<file path="config.mk">
export PLATFORM = sky130hd
export DESIGN_NAME = spi_target
export DESIGN_NICKNAME = d
export VERILOG_FILES = /design/src/rtl/spi_target.sv
export SDC_FILE = /design/constraint.sdc
export NUM_CORES = 1
export LEC_CHECK = 0
export CAP_MARGIN = 20
export CORE_ASPECT_RATIO = 2
export CORE_MARGIN = 2
export CORE_UTILIZATION = 40
export DETAILED_ROUTE_END_ITERATION = 6
export GPL_ROUTABILITY_DRIVEN = 1
export PLACE_DENSITY = 0.63
export SYNTH_ARGS = -nofsm -noshare
export SYNTH_HDL_FRONTEND = slang
export SYNTH_SLANG_ARGS = --single-unit
</file>
<file path="constraint.sdc">
create_clock -name CLKOSC -period 1.8 [get_ports CLKOSC]
set_input_delay 0.18 -clock CLKOSC [delete_from_list [all_inputs] [get_ports CLKOSC]]
set_output_delay 0.18 -clock CLKOSC [all_outputs]
set_load 0.05 [all_outputs]
</file>
<file path="src/rtl/spi_target.sv">
// SPI mode-0 responder, MSB first, oversampled in the CLKOSC domain with byte-wide rx/tx handshakes.
// Define SPI_TARGET_TRISTATE_EN to float MISO (1'bz) in IDLE and reset for a shared MISO line.
module spi_target #(
  parameter int               WIDTH       = 8,
  parameter int               SYNC_STAGES = 2,
  parameter logic [WIDTH-1:0] IDLE_FILL   = 8'hFF
) (
  input  logic             CLKOSC,
  input  logic             RST,
  input  logic             SCK,
  input  logic             CS,
  input  logic             MOSI,
  output logic             MISO,
  output logic             MISO_OE,
  input  logic [WIDTH-1:0] TX_DATA,
  input  logic             TX_VALID,
  output logic             TX_READY,
  output logic [WIDTH-1:0] RX_DATA,
  output logic             RX_VALID,
  input  logic             RX_ACK,
  output logic             RX_OVERRUN,
  output logic             TX_UNDERRUN,
  output logic             BUSY
);

  localparam int CW = $clog2(WIDTH + 1);
  localparam logic ST_IDLE  = 1'b0;
  localparam logic ST_SHIFT = 1'b1;

  logic [SYNC_STAGES-1:0] r_sck_sync;
  logic [SYNC_STAGES-1:0] r_cs_sync;
  logic [SYNC_STAGES-1:0] r_mosi_sync;
  logic                   r_sck_d;
  logic                   r_cs_d;

  logic                   r_state;
  logic [CW-1:0]          r_bit_cnt;
  logic [WIDTH-2:0]       r_rx_shift;
  logic [WIDTH-1:0]       r_tx_shift;
  logic                   r_skip_fall;
  logic [WIDTH-1:0]       r_hold;
  logic                   r_hold_full;
  logic [WIDTH-1:0]       r_rx_data;
  logic                   r_rx_valid;
  logic                   r_rx_overrun;
  logic                   r_tx_underrun;

  logic                   w_sck_s;
  logic                   w_cs_s;
  logic                   w_mosi_s;
  logic                   w_sck_rise;
  logic                   w_sck_fall;
  logic                   w_cs_fall;
  logic                   w_start;
  logic                   w_byte_done;
  logic                   w_load;
  logic                   w_accept;
  logic [WIDTH-1:0]       w_load_data;
  logic [WIDTH-1:0]       w_rx_next;

  // CS flops reset low so a CS already held low at release never looks like a falling edge.
  always_ff @(posedge CLKOSC or posedge RST) begin
    if (RST) begin
      r_sck_sync  <= '0;
      r_cs_sync   <= '0;
      r_mosi_sync <= '0;
      r_sck_d     <= 1'b0;
      r_cs_d      <= 1'b0;
    end else begin
      r_sck_sync  <= {r_sck_sync[SYNC_STAGES-2:0], SCK};
      r_cs_sync   <= {r_cs_sync[SYNC_STAGES-2:0], CS};
      r_mosi_sync <= {r_mosi_sync[SYNC_STAGES-2:0], MOSI};
      r_sck_d     <= w_sck_s;
      r_cs_d      <= w_cs_s;
    end
  end

  assign w_sck_s     = r_sck_sync[SYNC_STAGES-1];
  assign w_cs_s      = r_cs_sync[SYNC_STAGES-1];
  assign w_mosi_s    = r_mosi_sync[SYNC_STAGES-1];
  assign w_sck_rise  = w_sck_s & ~r_sck_d;
  assign w_sck_fall  = ~w_sck_s & r_sck_d;
  assign w_cs_fall   = ~w_cs_s & r_cs_d;

  assign w_start     = (r_state == ST_IDLE) & w_cs_fall;
  assign w_byte_done = (r_state == ST_SHIFT) & ~w_cs_s & w_sck_rise &
                       (r_bit_cnt == CW'(WIDTH - 1));
  assign w_load      = w_start | w_byte_done;
  assign w_accept    = TX_VALID & ~r_hold_full;
  assign w_load_data = r_hold_full ? r_hold : IDLE_FILL;
  assign w_rx_next   = {r_rx_shift, w_mosi_s};

  always_ff @(posedge CLKOSC or posedge RST) begin
    if (RST) begin
      r_state       <= ST_IDLE;
      r_bit_cnt     <= '0;
      r_rx_shift    <= '0;
      r_tx_shift    <= '0;
      r_skip_fall   <= 1'b0;
      r_hold        <= '0;
      r_hold_full   <= 1'b0;
      r_rx_data     <= '0;
      r_rx_valid    <= 1'b0;
      r_rx_overrun  <= 1'b0;
      r_tx_underrun <= 1'b0;
    end else begin
      // A byte offered on the load cycle with an empty holding register waits for the next byte.
      if (w_load && r_hold_full) begin
        r_hold_full <= 1'b0;
      end else if (w_accept) begin
        r_hold      <= TX_DATA;
        r_hold_full <= 1'b1;
      end
      if (w_load && !r_hold_full) begin
        r_tx_underrun <= 1'b1;
      end

      if (w_byte_done) begin
        r_rx_data  <= w_rx_next;
        r_rx_valid <= 1'b1;
        if (r_rx_valid && !RX_ACK) begin
          r_rx_overrun <= 1'b1;
        end
      end else if (RX_ACK) begin
        r_rx_valid <= 1'b0;
      end

      case (r_state)
        ST_IDLE: begin
          if (w_start) begin
            r_state    <= ST_SHIFT;
            r_tx_shift <= w_load_data;
          end
        end
        default: begin
          if (w_cs_s) begin
            r_state     <= ST_IDLE;
            r_bit_cnt   <= '0;
            r_rx_shift  <= '0;
            r_tx_shift  <= '0;
            r_skip_fall <= 1'b0;
          end else if (w_sck_rise) begin
            r_rx_shift <= w_rx_next[WIDTH-2:0];
            if (w_byte_done) begin
              r_bit_cnt   <= '0;
              r_tx_shift  <= w_load_data;
              r_skip_fall <= 1'b1;
            end else begin
              r_bit_cnt <= r_bit_cnt + CW'(1);
            end
          end else if (w_sck_fall) begin
            // The reload at a byte boundary already put the new MSB on MISO.
            if (r_skip_fall) begin
              r_skip_fall <= 1'b0;
            end else begin
              r_tx_shift <= {r_tx_shift[WIDTH-2:0], 1'b0};
            end
          end
        end
      endcase
    end
  end

  assign MISO_OE     = (r_state == ST_SHIFT);
  assign BUSY        = (r_state == ST_SHIFT);
  assign TX_READY    = ~r_hold_full;
  assign RX_DATA     = r_rx_data;
  assign RX_VALID    = r_rx_valid;
  assign RX_OVERRUN  = r_rx_overrun;
  assign TX_UNDERRUN = r_tx_underrun;

`ifdef SPI_TARGET_TRISTATE_EN
  assign MISO = (r_state == ST_SHIFT) ? r_tx_shift[WIDTH-1] : 1'bz;
`else
  assign MISO = (r_state == ST_SHIFT) ? r_tx_shift[WIDTH-1] : 1'b1;
`endif

endmodule

</file>
==> results of run 1 <==
[path summary, 6_finish.rpt]
path	start	endpoint	cells past startpoint	slack (ns)
min in group CLKOSC	CS	r_cs_sync[0]$_DFF_PP0_	1	0.32
min	RST	r_sck_sync[0]$_DFF_PP0_	3	0.24
max reg2reg	r_sck_sync[1]$_DFF_PP0_	r_tx_shift[3]$_DFFE_PP0P_	5	0.13
min reg2reg	r_cs_sync[0]$_DFF_PP0_	r_cs_sync[1]$_DFF_PP0_	0	0.35
max	r_sck_sync[1]$_DFF_PP0_	r_tx_shift[3]$_DFFE_PP0P_	5	0.13
max in group asynchronous	RST	r_hold[7]$_DFFE_PP0P_	3	1.33
[cell usage after synthesis (2+ instances only)]
| cell type | number |
|---|---|
| clkbuf_1 | 3 |
| inv_1 | 10 |
| dfrtp_1 | 49 |
| o21ai_0 | 6 |
| a21oi_1 | 6 |
| a22o_1 | 11 |
| o22ai_1 | 3 |
| buf_6 | 2 |
| nor3_1 | 3 |
| mux2_4 | 7 |
| or2_1 | 2 |
| ha_1 | 3 |
| buf_2 | 2 |
| o21ai_1 | 6 |
| nand2_1 | 23 |
| mux2_2 | 8 |
| a31o_1 | 2 |
| nand2b_1 | 8 |
| buf_4 | 2 |
[routing by layer]
layer	up-vias	wire length [um]	share of wire [%]
li1	666	-	-
met1	684	1440	36
met2	39	2320	58
met3	8	147	3.7
met4	0	111	2.8
met5	-	0	0
[stage by stage]
step / std cells / cell area, sq um
finish: 271 / 2610
global route: 271 / 2610
CTS: 271 / 2590
detailed placement: 263 / 2500
global placement: 263 / 2500
floorplan: 174 / 2100
[worst max-delay path: cells and delay by family (launching register included)]
kind            cells  cell delay [ns]
compound gates      2             0.42
flops               1             0.39
mux                 1             0.32
fa+ha+maj           1             0.23
buf+inv             1             0.19
[timing repair]
action	CTS	global route
endpoints found under the setup margin	7	7
endpoints found under the hold margin	0	0
hold buffers	0	0
setup buffers	0	0
gates resized for setup	1	3
[power breakdown]
| part | total, mW | switching [mW] | leakage (nW) | internal (mW) |
|---|---|---|---|---|
| registers | 1.48 | 0.146 | 0.613 | 1.34 |
| logic | 0.705 | 0.297 | 0.602 | 0.408 |
| clock network | 0.626 | 0.358 | 0.0439 | 0.269 |
[logic make-up (layout without fill, tap and decap cells)]
family | count (synthesis) | in the layout | share of synthesized area [%]
flip-flops | 49 | 49 | 58.3
multiplexers | 16 | 16 | 9.76
AO/OA/AOI/OAI | 38 | 38 | 12.3
XOR/XNOR | 1 | 1 | 0.417
AND/OR/NAND/NOR | 46 | 46 | 11.8
buffers and inverters | 21 | 60 | 5.60
adder cells (fa/ha/maj) | 3 | 3 | 1.79
[sequential cells by signal, indices dropped and copies added (netlist names), 2 cells and up]
signal and cells:
r_bit_cnt 4, r_mosi_sync 2, r_cs_sync 2, r_sck_sync 2
r_rx_shift 7, RX_DATA 8, r_tx_shift 8, r_hold 8
[area by class of cell]
class                      instances  area [sq um]  share of cell area (%)
inverter                          12          58.8                    2.25
tap                               58          72.6                    2.78
sequential                        49          1230                    47.0
clock inverter                     3          17.5                   0.670
timing repair buffer              40           388                    14.8
multi-input combinational        104           779                    29.8
clock buffer                       5          68.8                    2.63
==> flow_metrics.tcl, run 1 <==
set metrics [dict create \
    fin_crit_sh_pct 93.0 \
    drc 0 \
    vias 1397 \
    n_fill_cell 486 \
    crit_arrival_ns 1.86 \
    drive_above_1_share_pct 23.0 \
    syn_inst 174 \
    cts.clk_slew.worst_paths_ns 0.09 \
    cts_tree "yes" \
    synth-edff-count 0 \
    ir_worst_vdd_mv 0.753 \
    grt_pass1_vias 1487 \
    leakage_nw 1.26 \
    use_met1_pct 15.4 \
    ant_nets 0 \
    holdWs_ns 0.239 \
    diodes 0 \
    area_growth_syn_to_layout_pct 24.3 \
    clockBufferDepth 2 \
    yosys_warnings 0 \
    grt_overflow 0 \
    critical_path_class "flop to flop" \
    core_sq_um 5090 \
    cp_max_fo 8 \
    ys_top_cells_by_area "dfrtp_1 58%, mux2_4 5.0%, a22o_1 4.6%, mux2_2 4.3%, nand2_1 4.1%" \
    synth-seq-area-share_pct 58.3 \
    status "finished, final reports clean" \
    rsz0062_at_grt "false" \
    ys_async_sr_fraction_pct 100 \
    p_total_mw 2.82 \
    slew_violations 0 \
    grt_first_pass_wirelength_mm 6.89 \
    cts_made_buffers 5 \
    fin_skew_ns 0.00932 \
    start_util_pct 41.3 \
    hold_viol 0 \
    htreeDepth 2 \
    final_cell_mix "48 x dfrtp_1, 25 x clkdlybuf4s50_1, 23 x nand2_1, 13 x buf_4, 11 x a22o_1" \
    clockRootBuffer "clkbuf_8" \
    ys_ff_latch 49 \
    crit_path_start_kind "flop" \
    synth_area_sq_um 2100 \
    hold_class "primary input to asynchronous set/reset pin" \
    grt_max_degree 50 \
    drt-total-wl_mm 4.02 \
    tightest_slew_ns 0.505 \
    placement.io_buffers 29 \
    gr-usage-all-layers_pct 14.7 \
    place_congestion 0.801 \
    final_common_cell "dfrtp_1" \
    setup_viol 0 \
    grtUsageMet3_pct 2.80 \
    io_pins 30 \
    antenna_found_initial 0 \
    ys_types 37 \
    clkSinkCount 49 \
    max_freq_mhz 598 \
    cp-end-kind "flop" \
    dieArea_sq_um 5890 \
    cpPeakStageDelay_ns 0.39 \
    path_cells "ha_1 -> bufinv_8 -> a21oi_2 -> o311a_4 -> mux2_4" \
    grtUsageMet2_pct 27.2 \
    cp_slowest_cell "dfrtp_1" \
    cp_data_required_time_ns 1.98 \
    rows 37 \
    via_per_inst 5.15 \
    wl_per_cell_um 14.8 \
    synthesis.nets 192 \
    hpwl_mm 3.04 \
    pre_cts_ws_ns -0.0656 \
    drv_cap 0 \
    power_density_nw_per_um2 1080 \
    fin_nets 230 \
    avgSynthCellArea_sq_um 12.1 \
    clock_latency_ns 0.30 \
    die_h_um 107 \
    tns_ns 0 \
    maxSlewHeadroom_pct 66.2 \
    dieWidth_um 55.3 \
    synth_top_area_cell "dfrtp_1" \
    fin_ws_ns 0.127 \
    utilization_pct 51.3 \
    busiest_layer "met2" \
    synth.top_cell.area_share_pct 58.3 \
    period_needed_ns 1.67 \
    dr.pass1.iters 4 \
    drt_iter0_markers 17 \
    ys.flop_type "dfrtp_1" \
]
Power figures use the tool's default switching activity.
==> run 2, diff against run 1 <==
--- a/config.mk
+++ b/config.mk
@@ -8,10 +8,11 @@
 export CAP_MARGIN = 20
 export CORE_ASPECT_RATIO = 2
 export CORE_MARGIN = 2
-export CORE_UTILIZATION = 40
+export CORE_UTILIZATION = 30
 export DETAILED_ROUTE_END_ITERATION = 6
 export GPL_ROUTABILITY_DRIVEN = 1
-export PLACE_DENSITY = 0.63
+export PLACE_DENSITY = 0.5
+export REMOVE_ABC_BUFFERS = 1
 export SYNTH_ARGS = -nofsm -noshare
 export SYNTH_HDL_FRONTEND = slang
 export SYNTH_SLANG_ARGS = --single-unit
==> flow_metrics.tcl, run 2 (synthesized netlist as in run 1, its figures left out) <==
set metrics [dict create \
    final_cells 313 \
    utilization_pct 40.7 \
    start_util_pct 30.5 \
    maxSlewHeadroom_pct 66.5 \
    clockRootBuffer "clkbuf_16" \
    leakage_nw 1.35 \
    critical_path_class "flop to flop" \
    drc 0 \
    rrSetupSlack_ns 0.11 \
    crit_arrival_ns 1.86 \
    htreeDepth 2 \
    register_area_sq_um 1230 \
    vias 1405 \
    hpwl_mm 2.93 \
    core_sq_um 6890 \
    grt_max_degree 50 \
    dieArea_sq_um 7730 \
    place_congestion 0.745 \
    setup_viol 0 \
    diodes 0 \
    clockBufferDepth 2 \
    drive_above_1_share_pct 25.6 \
    p_comb_share_pct 21.8 \
    final_cell_mix "49 x dfrtp_1, 25 x clkdlybuf4s50_1, 23 x nand2_1, 23 x buf_4, 11 x a22o_1" \
    drt_iter0_markers 24 \
    hold_viol 0 \
    wl_per_cell_um 12.6 \
    final_cell_area_sq_um 2810 \
    multi_input_area_sq_um 772 \
    crit_path_start_kind "flop" \
    pre_cts_ws_ns -0.0743 \
    tns_ns 0 \
    io_pins 30 \
    tightest_slew_ns 0.501 \
    dr.pass1.iters 4 \
    ir_worst_vdd_mv 0.779 \
    grt_pass1_vias 1549 \
    r2r-end "r_tx_shift[7]$_DFFE_PP0P_" \
    fin_ws_ns 0.107 \
    switchingPower_mw 0.825 \
    switching_share_pct 25.1 \
    power_density_nw_per_um2 1170 \
    grt_first_pass_wirelength_mm 7.03 \
    p_total_mw 3.28 \
    antenna_found_initial 0 \
    ant_nets 0 \
    cp-end-kind "flop" \
    drt-total-wl_mm 3.94 \
    cts_tree "yes" \
    gr-usage-all-layers_pct 11.9 \
    grt_overflow 0 \
    fin_nets 240 \
    area_growth_syn_to_layout_pct 33.5 \
    hold_class "primary input to asynchronous set/reset pin" \
    status "finished, final reports clean" \
    rsz0062_at_grt "false" \
    placement.io_buffers 29 \
    place_inst 305 \
    cts_made_buffers 5 \
    slew_violations 0 \
    final_common_cell "dfrtp_1" \
    place_area_sq_um 2620 \
    clock_latency_ns 0.29 \
    p_int_mw 2.46 \
    cp_max_fo 9 \
    drv_cap 0 \
    rows 43 \
    reg2regPathDepth 7 \
    fin_crit_sh_pct 94.0 \
    via_per_inst 4.49 \
    cts.clk_slew.worst_paths_ns 0.06 \
    dieWidth_um 63.2 \
    clkSinkCount 49 \
    holdWs_ns 0.245 \
    fin_skew_ns 0.00369 \
    die_h_um 122 \
    n_fill_cell 729 \
    reg2reg_from "r_sck_sync[1]$_DFF_PP0_" \
    seqPwrFrac_pct 45.3 \
    pwr-share-clk_pct 32.9 \
    cp_data_required_time_ns 1.97 \
    max_freq_mhz 591 \
    period_needed_ns 1.69 \
]
[run 2: cell types whose count changed in the layout (fill, tap and decap cells not counted), moves of 2 or more]
| cell | previous run | this run |
|---|---|---|
| buf_4 | 13 | 23 |
| clkbuf_16 | 0 | 5 |
| clkbuf_8 | 5 | 1 |
| clkinv_2 | 2 | 0 |
[run 2: worst max path at each step]
stage | startpoint | to | slack [ns] | cells after the start
after CTS | r_sck_sync[1]$_DFF_PP0_ | r_tx_shift[4]$_DFFE_PP0P_ | 0.04 | 5
after floorplan | BUSY$_DFF_PP0_ | r_tx_shift[1]$_DFFE_PP0P_ | -0.44 | 4
after detailed placement | r_sck_d$_DFF_PP0_ | r_tx_shift[1]$_DFFE_PP0P_ | -0.07 | 6
after global routing | r_sck_sync[1]$_DFF_PP0_ | r_tx_shift[3]$_DFFE_PP0P_ | 0.03 | 7
after global placement | r_sck_d$_DFF_PP0_ | r_tx_shift[1]$_DFFE_PP0P_ | -0.06 | 6
final | r_sck_sync[1]$_DFF_PP0_ | r_tx_shift[7]$_DFFE_PP0P_ | 0.11 | 7
[run 2: final cells by class]
class | instances | share of cell area (%)
Clock buffer | 7 | 5.08
Clock inverter | 1 | 1.07
Inverter | 12 | 2.10
Multi-Input combinational cell | 104 | 27.5
Sequential cell | 49 | 43.7
Tap cell | 90 | 4.01
Timing Repair Buffer | 50 | 16.5
[run 2: power groups by stage]
stage	combinational, mW	sequential, mW	clock (mW)
final	0.714	1.49	1.08
after global routing	0.801	1.52	1.16
after CTS	0.726	1.49	1.12
after detailed placement	0.725	1.51	0
after global placement	0.709	1.51	0
after floorplan	0.524	1.48	0
[run 2: metal layers]
metal  GRT usage (%)  routed length [um]
met5               0                   0
met3            3.02                 110
met1            11.6                1460
met4            7.20                 115
met2            22.2                2250
[run 2: repair_timing]
action | CTS | global route
buffers inserted | 0 | 0
hold buffers | 0 | 0
setup endpoints to repair | 7 | 7
resized for setup | 1 | 2
pin swaps | 0 | 0
endpoints found under the hold margin | 0 | 0
[run 2: worst max-delay path, stage by stage, from the launching register on]
cell and delay, ns:
dfrtp_1 0.38, ha_2 0.21, bufinv_8 0.18, buf_4 0.13, o21ai_2 0.06, buf_4 0.16, a22o_1 0.20, mux2_4 0.25
==> run 3, diff against run 2 <==
--- a/config.mk
+++ b/config.mk
@@ -9,9 +9,11 @@
 export CORE_ASPECT_RATIO = 2
 export CORE_MARGIN = 2
 export CORE_UTILIZATION = 30
+export CTS_CLUSTER_DIAMETER = 50
 export DETAILED_ROUTE_END_ITERATION = 6
 export GPL_ROUTABILITY_DRIVEN = 1
 export PLACE_DENSITY = 0.5
+export RECOVER_POWER = 100
 export REMOVE_ABC_BUFFERS = 1
 export SYNTH_ARGS = -nofsm -noshare
 export SYNTH_HDL_FRONTEND = slang
==> flow_metrics.tcl, run 3 (synthesized netlist as in run 1, its figures left out) <==
set metrics [dict create \
    postCtsSetupBuffers 0 \
    slew_violations 0 \
    cp_slowest_cell "dfrtp_1" \
    place_congestion 0.745 \
    final_cells 313 \
    htreeDepth 2 \
    dr.pass1.iters 2 \
    wl_per_cell_um 12.5 \
    hold_class "flop to flop" \
    period_needed_ns 1.72 \
    start_util_pct 30.5 \
    n_fill_cell 736 \
    ant_nets 0 \
    fin_ws_ns 0.0830 \
    clock_latency_ns 0.29 \
    cp_max_fo 9 \
    grt_overflow 0 \
    fin_nets 240 \
    placement.io_buffers 29 \
    pre_cts_ws_ns -0.0743 \
    fin_skew_ns 0.00358 \
    drt_iter0_markers 17 \
    setup_viol 0 \
    clockRootBuffer "clkbuf_16" \
    critical_path_class "flop to flop" \
    drive_above_1_share_pct 21.1 \
    via_per_inst 4.49 \
    area_growth_syn_to_layout_pct 31.2 \
    cts_tree "yes" \
    tightest_slew_ns 1.20 \
    vias 1405 \
    status "finished, final reports clean" \
    place_inst 305 \
    grt_first_pass_wirelength_mm 7.03 \
    leakage_nw 1.34 \
    clkSinkCount 49 \
    clockBufferDepth 2 \
    grt_max_degree 50 \
    gr-usage-all-layers_pct 11.9 \
    path_cells "ha_2 -> bufinv_8 -> buf_4 -> o21ai_2 -> buf_4 -> a22o_1 -> mux2_1" \
    hold_viol 0 \
    cpPeakStageDelay_ns 0.38 \
    crit_path_start_kind "flop" \
    final_cell_mix "49 x dfrtp_1, 23 x nand2_1, 14 x dlygate4sd3_1, 14 x buf_4" \
    crit_arrival_ns 1.89 \
    drt-total-wl_mm 3.91 \
    cp_data_required_time_ns 1.97 \
    p_total_mw 3.24 \
    diodes 0 \
    dieArea_sq_um 7730 \
    ir_worst_vdd_mv 0.777 \
    cp-end-kind "flop" \
    max_freq_mhz 582 \
    hold_depth 0 \
    hold_buffers 0 \
    dieWidth_um 63.2 \
    die_h_um 122 \
    reg2regPathDepth 7 \
    core_sq_um 6890 \
    final_common_cell "dfrtp_1" \
    drc 0 \
    drv_cap 0 \
    antenna_found_initial 0 \
    hpwl_mm 2.93 \
    cts.clk_slew.worst_paths_ns 0.06 \
    rsz0062_at_grt "false" \
    maxSlewHeadroom_pct 19.7 \
    power_density_nw_per_um2 1180 \
    fin_crit_sh_pct 95.4 \
    cts_made_buffers 5 \
    crit_path_frequent_cell "buf_4" \
    grt_pass1_vias 1549 \
    cts-resized-gates 1 \
    io_pins 30 \
    rows 43 \
]
==> run 3: changes by cell type in the layout (fill, tap and decap cells not counted), sizes merged <==
cell,previous run,this run
clkdlybuf4s50,25,11
clkinv,0,1
inv,11,10
clkbuf,7,17
buf,25,15
dlygate4sd3,0,14
==> run 3: path summary, 6_finish.rpt <==
kind / startpoint / endpoint / slack [ns]
worst max-delay path: r_sck_sync[1]$_DFF_PP0_ / r_tx_shift[5]$_DFFE_PP0P_ / 0.08
worst min-delay path: r_mosi_sync[0]$_DFF_PP0_ / r_mosi_sync[1]$_DFF_PP0_ / 0.35
worst max register to register: r_sck_sync[1]$_DFF_PP0_ / r_tx_shift[5]$_DFFE_PP0P_ / 0.08
worst min register to register: r_mosi_sync[0]$_DFF_PP0_ / r_mosi_sync[1]$_DFF_PP0_ / 0.35
max in group asynchronous: RST / r_rx_shift[6]$_DFFE_PP0P_ / 0.34
min in group asynchronous: RST / r_mosi_sync[1]$_DFF_PP0_ / 0.72
==> run 3: critical path, delay by kind of cell (launching register included) <==
family                     cells  cell delay (ns)
buffers and inverters          3             0.48
DFF                            1             0.38
muxes                          1             0.28
AOI/OAI and AO/OA              2             0.25
adders and majority gates      1             0.21
==> run 3: cell type report <==
| type | count | area (sq um) | share of cell area (%) |
|---|---|---|---|
| clock buffers | 7 | 143 | 5.17 |
| clock inverters | 1 | 30.0 | 1.09 |
| inverters | 12 | 58.8 | 2.13 |
| multi-input cells | 104 | 768 | 27.9 |
| flip-flops and latches | 49 | 1230 | 44.5 |
| well taps | 90 | 113 | 4.08 |
| repair buffers | 50 | 419 | 15.2 |
==> run 3: power by group <==
part	switching [mW]	internal, mW
sequential	0.145	1.34
clock	0.384	0.694
combinational	0.289	0.388
total	0.818	2.42
==> run 3: metrics by stage <==
stage	TNS (ns)	hold WS [ns]	instance area, sq um	utilization, %
2_1_floorplan	-4.61	0.211	2040	-
3_3_place_gp	-0.416	0.335	2620	38.0
3_5_place_dp	-0.482	0.335	2620	38.0
4_1_cts	0	0.262	2790	40.6
5_1_grt	0	0.357	2760	40.0
6_report	0	0.348	2760	40.0
==> run 3: routing by layer <==
metal | vias to the layer above | GRT usage, % | share of wire [%]
met5 | - | 0 | 0
met4 | 0 | 7.20 | 3.4
met3 | 9 | 3.02 | 3.0
met2 | 23 | 22.2 | 57
met1 | 681 | 11.6 | 36
li1 | 692 | - | -
